File: src/rtl/axi_pkg.sv
// Shared AXI encodings, W-channel FSM states and helpers for the burst write slave.
package axi_pkg;

    localparam logic [1:0] BURST_FIXED = 2'b00;
    localparam logic [1:0] BURST_INCR  = 2'b01;
    localparam logic [1:0] BURST_WRAP  = 2'b10;
    localparam logic [1:0] BURST_RSVD  = 2'b11;

    localparam logic [1:0] RESP_OKAY   = 2'b00;
    localparam logic [1:0] RESP_SLVERR = 2'b10;

    // One past the last byte of a 4KB page, in 17 bits so an end address can exceed it.
    localparam logic [16:0] BOUNDARY_4KB = 17'd4096;

    typedef enum logic [0:0] {
        W_IDLE = 1'b0,
        W_DATA = 1'b1
    } w_state_t;

    // WRAP bursts are only legal for 2, 4, 8 or 16 beats.
    function automatic logic wrap_len_legal(input logic [7:0] len);
        logic ok;
        case (len)
            8'd1, 8'd3, 8'd7, 8'd15: ok = 1'b1;
            default:                 ok = 1'b0;
        endcase
        return ok;
    endfunction

endpackage

File: src/rtl/sync_fifo.sv
// Synchronous FIFO with occupancy count; head data is visible combinationally.
module sync_fifo #(
    parameter int WIDTH = 8,
    parameter int DEPTH = 4
) (
    input  logic                     clk,
    input  logic                     rst_n,
    input  logic                     push,
    input  logic [WIDTH-1:0]         push_data,
    input  logic                     pop,
    output logic [WIDTH-1:0]         pop_data,
    output logic                     full,
    output logic                     empty,
    output logic [$clog2(DEPTH):0]   count
);

    localparam int PW = $clog2(DEPTH);
    localparam logic [PW-1:0] PTR_ONE = PW'(1);
    localparam logic [PW:0]   CNT_ONE = (PW+1)'(1);
    localparam logic [PW:0]   CNT_MAX = (PW+1)'(DEPTH);

    logic [WIDTH-1:0] mem_r [DEPTH];
    logic [PW-1:0]    wr_ptr_r;
    logic [PW-1:0]    rd_ptr_r;
    logic [PW:0]      count_r;
    logic             push_ok_s;
    logic             pop_ok_s;

    assign full      = (count_r == CNT_MAX);
    assign empty     = (count_r == {(PW+1){1'b0}});
    assign count     = count_r;
    assign pop_data  = mem_r[rd_ptr_r];
    assign push_ok_s = push && !full;
    assign pop_ok_s  = pop && !empty;

    // Storage write; contents need no reset because empty gates every consumer.
    always_ff @(posedge clk) begin
        if (push_ok_s) begin
            mem_r[wr_ptr_r] <= push_data;
        end
    end

    // Pointer and occupancy bookkeeping; depth is a power of two so pointers wrap naturally.
    always_ff @(posedge clk) begin
        if (!rst_n) begin
            wr_ptr_r <= {PW{1'b0}};
            rd_ptr_r <= {PW{1'b0}};
            count_r  <= {(PW+1){1'b0}};
        end else begin
            if (push_ok_s) begin
                wr_ptr_r <= wr_ptr_r + PTR_ONE;
            end
            if (pop_ok_s) begin
                rd_ptr_r <= rd_ptr_r + PTR_ONE;
            end
            case ({push_ok_s, pop_ok_s})
                2'b10:   count_r <= count_r + CNT_ONE;
                2'b01:   count_r <= count_r - CNT_ONE;
                default: count_r <= count_r;
            endcase
        end
    end

endmodule

File: src/rtl/axi_wr_burst_slave.sv
// AXI write-burst slave: queues AW requests, walks each burst's beats onto a
// registered memory write port, and returns in-order B responses.
module axi_wr_burst_slave
    import axi_pkg::*;
#(
    parameter int IDW         = 4,
    parameter int AW          = 32,
    parameter int DW          = 64,
    parameter int OUTSTANDING = 4
) (
    input  logic                          axi_aclk,
    input  logic                          axi_aresetn,
    input  logic [IDW-1:0]                axi_awid,
    input  logic [AW-1:0]                 axi_awaddr,
    input  logic [7:0]                    axi_awlen,
    input  logic [2:0]                    axi_awsize,
    input  logic [1:0]                    axi_awburst,
    input  logic                          axi_awvalid,
    output logic                          axi_awready,
    input  logic [DW-1:0]                 axi_wdata,
    input  logic [DW/8-1:0]               axi_wstrb,
    input  logic                          axi_wlast,
    input  logic                          axi_wvalid,
    output logic                          axi_wready,
    output logic [IDW-1:0]                axi_bid,
    output logic [1:0]                    axi_bresp,
    output logic                          axi_bvalid,
    input  logic                          axi_bready,
    output logic                          mem_we,
    output logic [AW-1:0]                 mem_addr,
    output logic [DW-1:0]                 mem_wdata,
    output logic [DW/8-1:0]               mem_wstrb,
    output logic                          err_wlast,
    output logic [$clog2(OUTSTANDING):0]  outstanding
);

    localparam int            AQW      = IDW + AW + 8 + 3 + 2 + 1;
    localparam int            BQW      = IDW + 2;
    localparam logic [2:0]    MAX_SIZE = 3'($clog2(DW/8));
    localparam logic [AW-1:0] ONE_A    = AW'(1);

    // AW queue signals
    logic [AQW-1:0]  aw_head_s;
    logic            aw_full_s, aw_empty_s, aw_hs_s, aw_pop_s, aw_illegal_s;
    logic [15:0]     aw_bytes_s;
    logic [16:0]     aw_end_s;
    logic [IDW-1:0]  hd_id_s;
    logic [AW-1:0]   hd_addr_s;
    logic [7:0]      hd_len_s;
    logic [2:0]      hd_size_s;
    logic [1:0]      hd_burst_s;
    logic            hd_illegal_s;

    // B queue signals
    logic [BQW-1:0]  b_head_s;
    logic            b_full_s, b_empty_s, b_push_s, b_pop_s;
    logic [IDW-1:0]  b_head_id_s;
    logic [1:0]      b_head_resp_s;

    // Working burst registers
    w_state_t        state_r;
    logic [IDW-1:0]  id_r;
    logic [AW-1:0]   addr_r;
    logic [7:0]      len_r, beat_r;
    logic [2:0]      size_r;
    logic [1:0]      burst_r, resp_r;
    logic            illegal_r, ready_en_r;
    logic            w_hs_s, last_beat_s, mismatch_s;
    logic [AW-1:0]   incr_s, wrap_mask_s, next_addr_s;

    // Output registers
    logic            mem_we_r, err_wlast_r;
    logic [AW-1:0]   mem_addr_r;
    logic [DW-1:0]   mem_wdata_r;
    logic [DW/8-1:0] mem_wstrb_r;

    assign axi_awready = ready_en_r && !aw_full_s;
    assign aw_hs_s     = axi_awvalid && axi_awready;
    assign aw_pop_s    = (state_r == W_IDLE) && !aw_empty_s;
    assign {hd_id_s, hd_addr_s, hd_len_s, hd_size_s, hd_burst_s, hd_illegal_s} = aw_head_s;

    assign axi_wready  = (state_r == W_DATA) && !b_full_s;
    assign w_hs_s      = axi_wvalid && axi_wready;
    assign last_beat_s = (beat_r == len_r);
    assign mismatch_s  = w_hs_s && (axi_wlast != last_beat_s);
    assign b_push_s    = w_hs_s && last_beat_s;

    assign {b_head_id_s, b_head_resp_s} = b_head_s;
    assign axi_bvalid = !b_empty_s;
    assign axi_bid    = axi_bvalid ? b_head_id_s : {IDW{1'b0}};
    assign axi_bresp  = axi_bvalid ? b_head_resp_s : RESP_OKAY;
    assign b_pop_s    = axi_bvalid && axi_bready;

    assign mem_we      = mem_we_r;
    assign mem_addr    = mem_addr_r;
    assign mem_wdata   = mem_wdata_r;
    assign mem_wstrb   = mem_wstrb_r;
    assign err_wlast   = err_wlast_r;

    // Classify an incoming AW so illegal bursts are known before any beat arrives.
    always_comb begin
        aw_bytes_s   = ({8'd0, axi_awlen} + 16'd1) << axi_awsize;
        aw_end_s     = {5'd0, axi_awaddr[11:0]} + {1'b0, aw_bytes_s};
        aw_illegal_s = 1'b0;
        if (axi_awburst == BURST_RSVD) begin
            aw_illegal_s = 1'b1;
        end else if ((axi_awburst == BURST_WRAP) && !wrap_len_legal(axi_awlen)) begin
            aw_illegal_s = 1'b1;
        end else if (axi_awsize > MAX_SIZE) begin
            aw_illegal_s = 1'b1;
        end else if ((axi_awburst == BURST_INCR) && (aw_end_s > BOUNDARY_4KB)) begin
            aw_illegal_s = 1'b1;
        end else begin
            aw_illegal_s = 1'b0;
        end
    end

    // Next beat address; WRAP keeps the upper bits and wraps the low bits inside the burst window.
    always_comb begin
        incr_s      = ONE_A << size_r;
        wrap_mask_s = ((AW'(len_r) + ONE_A) << size_r) - ONE_A;
        case (burst_r)
            BURST_FIXED: next_addr_s = addr_r;
            BURST_INCR:  next_addr_s = addr_r + incr_s;
            BURST_WRAP:  next_addr_s = (addr_r & ~wrap_mask_s) | ((addr_r + incr_s) & wrap_mask_s);
            default:     next_addr_s = addr_r;
        endcase
    end

    // W-channel FSM: load a burst from the AW queue, then count its beats to completion.
    always_ff @(posedge axi_aclk) begin
        if (!axi_aresetn) begin
            state_r    <= W_IDLE;
            ready_en_r <= 1'b0;
            id_r       <= {IDW{1'b0}};
            addr_r     <= {AW{1'b0}};
            len_r      <= 8'd0;
            beat_r     <= 8'd0;
            size_r     <= 3'd0;
            burst_r    <= 2'b00;
            illegal_r  <= 1'b0;
            resp_r     <= RESP_OKAY;
        end else begin
            ready_en_r <= 1'b1;
            case (state_r)
                W_IDLE: begin
                    if (aw_pop_s) begin
                        id_r      <= hd_id_s;
                        addr_r    <= hd_addr_s;
                        len_r     <= hd_len_s;
                        size_r    <= hd_size_s;
                        burst_r   <= hd_burst_s;
                        illegal_r <= hd_illegal_s;
                        beat_r    <= 8'd0;
                        resp_r    <= hd_illegal_s ? RESP_SLVERR : RESP_OKAY;
                        state_r   <= W_DATA;
                    end
                end
                W_DATA: begin
                    if (w_hs_s) begin
                        addr_r <= next_addr_s;
                        beat_r <= beat_r + 8'd1;
                        if (mismatch_s) begin
                            resp_r <= RESP_SLVERR;
                        end
                        if (last_beat_s) begin
                            state_r <= W_IDLE;
                        end
                    end
                end
                default: state_r <= W_IDLE;
            endcase
        end
    end

    // Registered backend write port and WLAST-mismatch pulse.
    always_ff @(posedge axi_aclk) begin
        if (!axi_aresetn) begin
            mem_we_r    <= 1'b0;
            mem_addr_r  <= {AW{1'b0}};
            mem_wdata_r <= {DW{1'b0}};
            mem_wstrb_r <= {(DW/8){1'b0}};
            err_wlast_r <= 1'b0;
        end else begin
            err_wlast_r <= mismatch_s;
            mem_we_r    <= w_hs_s && !illegal_r;
            if (w_hs_s) begin
                mem_addr_r  <= addr_r;
                mem_wdata_r <= axi_wdata;
                mem_wstrb_r <= axi_wstrb;
            end
        end
    end

    sync_fifo #(.WIDTH(AQW), .DEPTH(OUTSTANDING)) u_aw_fifo (
        .clk       (axi_aclk),
        .rst_n     (axi_aresetn),
        .push      (aw_hs_s),
        .push_data ({axi_awid, axi_awaddr, axi_awlen, axi_awsize, axi_awburst, aw_illegal_s}),
        .pop       (aw_pop_s),
        .pop_data  (aw_head_s),
        .full      (aw_full_s),
        .empty     (aw_empty_s),
        .count     (outstanding)
    );

    sync_fifo #(.WIDTH(BQW), .DEPTH(OUTSTANDING)) u_b_fifo (
        .clk       (axi_aclk),
        .rst_n     (axi_aresetn),
        .push      (b_push_s),
        .push_data ({id_r, (mismatch_s ? RESP_SLVERR : resp_r)}),
        .pop       (b_pop_s),
        .pop_data  (b_head_s),
        .full      (b_full_s),
        .empty     (b_empty_s),
        .count     ()
    );

endmodule

File: config.mk
export PLATFORM = sky130hd
export DESIGN_NAME = axi_wr_burst_slave
export DESIGN_NICKNAME = d
export VERILOG_FILES = /design/src/rtl/axi_pkg.sv /design/src/rtl/sync_fifo.sv /design/src/rtl/axi_wr_burst_slave.sv
export SDC_FILE = /design/constraint.sdc
export NUM_CORES = 1
export LEC_CHECK = 0
export BUFFER_PORTS_ARGS = -buffer_cell sky130_fd_sc_hd__buf_2
export CAP_MARGIN = 10
export CORE_ASPECT_RATIO = 0.5
export CORE_MARGIN = 4
export CORE_UTILIZATION = 58
export CTS_BUF_LIST = sky130_fd_sc_hd__clkbuf_16
export DETAILED_ROUTE_END_ITERATION = 8
export PLACE_DENSITY = 0.8
export SLEW_MARGIN = 15
export SYNTH_ARGS = -nofsm -noshare
export SYNTH_HDL_FRONTEND = slang
export SYNTH_HIERARCHICAL = 1
export SYNTH_SLANG_ARGS = --single-unit
File: constraint.sdc
create_clock -name axi_aclk -period 5.15 [get_ports axi_aclk]
set_input_delay 1.03 -clock axi_aclk [delete_from_list [all_inputs] [get_ports axi_aclk]]
set_output_delay 1.03 -clock axi_aclk [all_outputs]
set_load 0.1 [all_outputs]
==> results.cfg <==
[status]
status = complete, no violations

[worst_setup_path]
cpPeakStageDelay_ns = 0.45
critPathBufInv = 2
crit_required_ns = 5.38
cp_cell_sequence = buf_2 > ha_1 > nor2b_1 > nand2_1 > a21oi_1 > a211oi_1 > mux2_2 > nand2_1 > o21ai_0 > ha_1 > inv_1 > a2111oi_0 > o2111ai_1 > nor4_1 > nand3_1 > a2111oi_0 > a22oi_1
endpoint_kind = flip-flop
slowest_stage = a2111oi_0
arrival_ns = 4.58
critPathTopFamily = compound AO/OA/AOI/OAI gates
critPathMaxFanout = 11
r2r_setup_slack_ns = 0.85
startpoint_type = primary input
critPathKind = primary input to flip-flop

[timing]
fmax_mhz = 230
rsz0062_at_grt = no
setup-tns-final_ns = 0
slew_violations = 0
hold_violations = 0
slew_headroom_pct = 27.2
finalClockSkew_ns = 0.0268
worstMarginPinSlew_ns = 1.09
finalCritPeriodShare_pct = 84.3
post-route-min-period_ns = 4.34
finalSetupViolCount = 0
fin_ws_ns = 0.807

[synthesis]
yosys-mux-area-fraction_pct = 7.95
synth_top_family_by_area = simple AND/OR/NAND/NOR gates
synth.most_common_cell = nand2_1
synth_compound_area_share_pct = 12.7
ys_ff_latch = 410
async_flop_share_pct = 0
yosysUniqueCellTypes = 84
synth_edf_count = 224
post-synth-top-area-cell = edfxtp_1
synth_ff_type = edfxtp_1
synth_common_cells = 357 x nand2_1, 224 x edfxtp_1, 186 x dfxtp_1
syn-num-nets = 1902
yosysTopAreaCellShare_pct = 35.7
yosysSeqAreaShare_pct = 55.4
postSynthAreaPerCell_um2 = 10.9
synth_area_um2 = 18800
syn_inst = 1734
yosys_warnings = 6
synth_area_leaders = edfxtp_1 36%, dfxtp_1 20%, nand2_1 7.1%
synth_xor_area_share_pct = 2.28
synth_simple_gate_area_share_pct = 15.2
synthAdderAreaFrac_pct = 2.88

[floorplan]
die_y_um = 135
start_util_pct = 59.2
core_area_um2 = 31800
die_x_um = 263
rows = 46
die_area_um2 = 35600
pin_count = 245

[placement]
io_buffers = 244
dp_hpwl_mm = 31.9
place_congestion = 0.946
pre_cts_slack_ns = 0.296

[power]
total_leakage_power_nw = 7.84
ir_worst_vdd_uv = 205
power.density_nw_per_um2 = 469

[routing]
wl_mm = 47.4
drt_iter0_drc = 1594
wl_met2_mm = 22.0
wl_per_cell_um = 19.8
m1WireLength_mm = 20.0
dr_wl_met3_mm = 4.51
top_layer_used = met4
ant_nets = 0
vias_per_cell = 5.99
firstDrtPassIters = 6
drc = 0
vias = 14325

[min_path]
hp-class = flip-flop to flip-flop

[clock_tree]
cts_htree_levels = 2
cts_root_buffer = clkbuf_16
path_clk_slew_ns = 0.06
cts_buffers = 37
cts_setup_buffers = 0
cts_hold_buf = 0
cts_tree = built
cts_max_path_buffers = 3
cts_sinks = 410
clk_latency_ns = 0.54
cts-resized-gates = 0

[final_layout]
area_delta_synth_final_pct = 13.5
fin_nets = 2100
fin_util_pct = 67.2
layout-drive-gt1-share_pct = 20.9

[global_routing]
grt_pass1_wl_mm = 75.3
track_usage_pct = 26.3
grt_max_degree = 108
antenna_found_initial = 1
grt_overflow = 0
grt_pass1_vias = 13364

[run]
cap_viol_max_count = 0
-- cell type report --
class / count / area (µm²)
sequential: 410 / 10500
inverter: 35 / 134
antenna: 1 / 2.50
clock inverter: 28 / 158
fill: 2354 / 10400
timing repair buffer: 266 / 1390
clock buffer: 39 / 976
multi-input combinational: 1182 / 7750
tap: 432 / 541
-- sequential cells by signal, summed over array words and instances (netlist names), 4 cells and up, named ones only --
signal,flops
mem_addr,32
len_r,8
u_b_fifo/mem_r,24
mem_wstrb,8
beat_r,8
u_aw_fifo/mem_r,200
id_r,4
mem_wdata,64
-- worst paths after layout --
path                                    from                     to  cells past startpoint
worst min-delay path               illegal_r                 mem_we                      1
worst max register to register      len_r[0]              flip-flop                     12
worst max-delay path            axi_awlen[0]  u_aw_fifo/mem_r[2][0]                     17
worst min register to register     illegal_r                 mem_we                      1
-- worst register-to-register path: cells and delay by family (launching register included) --
family | cells | cell delay (ns)
DFF | 1 | 0.74
AOI/OAI and AO/OA | 6 | 1.84
adders and majority gates | 2 | 0.69
and+or+nand+nor | 4 | 0.92
-- metal layers --
metal,track usage (%),vias up
met1,37.9,6806
met2,41.8,727
li1,-,6710
met5,0,-
met4,6.33,0
met3,5.24,82
-- power breakdown --
group	total, mW	internal (mW)	switching, mW
clock	2.61	1.43	1.18
combinational	3.27	0.994	2.28
sequential	4.16	3.77	0.383
-- stage by stage --
step,std cells,power (mW),cell area (µm²),hold WS (ns)
final,2393,10.0,21400,0.426
after global routing,2393,10.5,21400,0.438
after CTS,2392,10.0,21400,0.425
after detailed placement,2325,7.42,20300,0.409
after global placement,2325,7.35,20300,0.409
after floorplan,1734,6.69,18800,0.392
-- cell families (layout without fill, tap and decap cells) --
logic type / Yosys count / count (layout)
AOI/OAI and AO/OA: 381 / 381
xor gates and xnor gates: 49 / 49
buffers and inverters: 142 / 368
other: 0 / 1
muxes: 79 / 79
DFF: 410 / 410
adders and majority gates: 41 / 41
and+or+nand+nor: 632 / 632
-- placed cells by master, fill, tap and decap left out, types with 27 or more instances in the layout --
cell,count
nand2_1,356
buf_2,244
edfxtp_1,224
a21oi_1,185
dfxtp_1,184
nor2_1,81
mux4_2,56
o21ai_0,53
inv_1,42
clkbuf_16,39
ha_1,37
nand3_1,33
xnor2_1,30
nor3_1,27
Power figures use the tool's default switching activity.
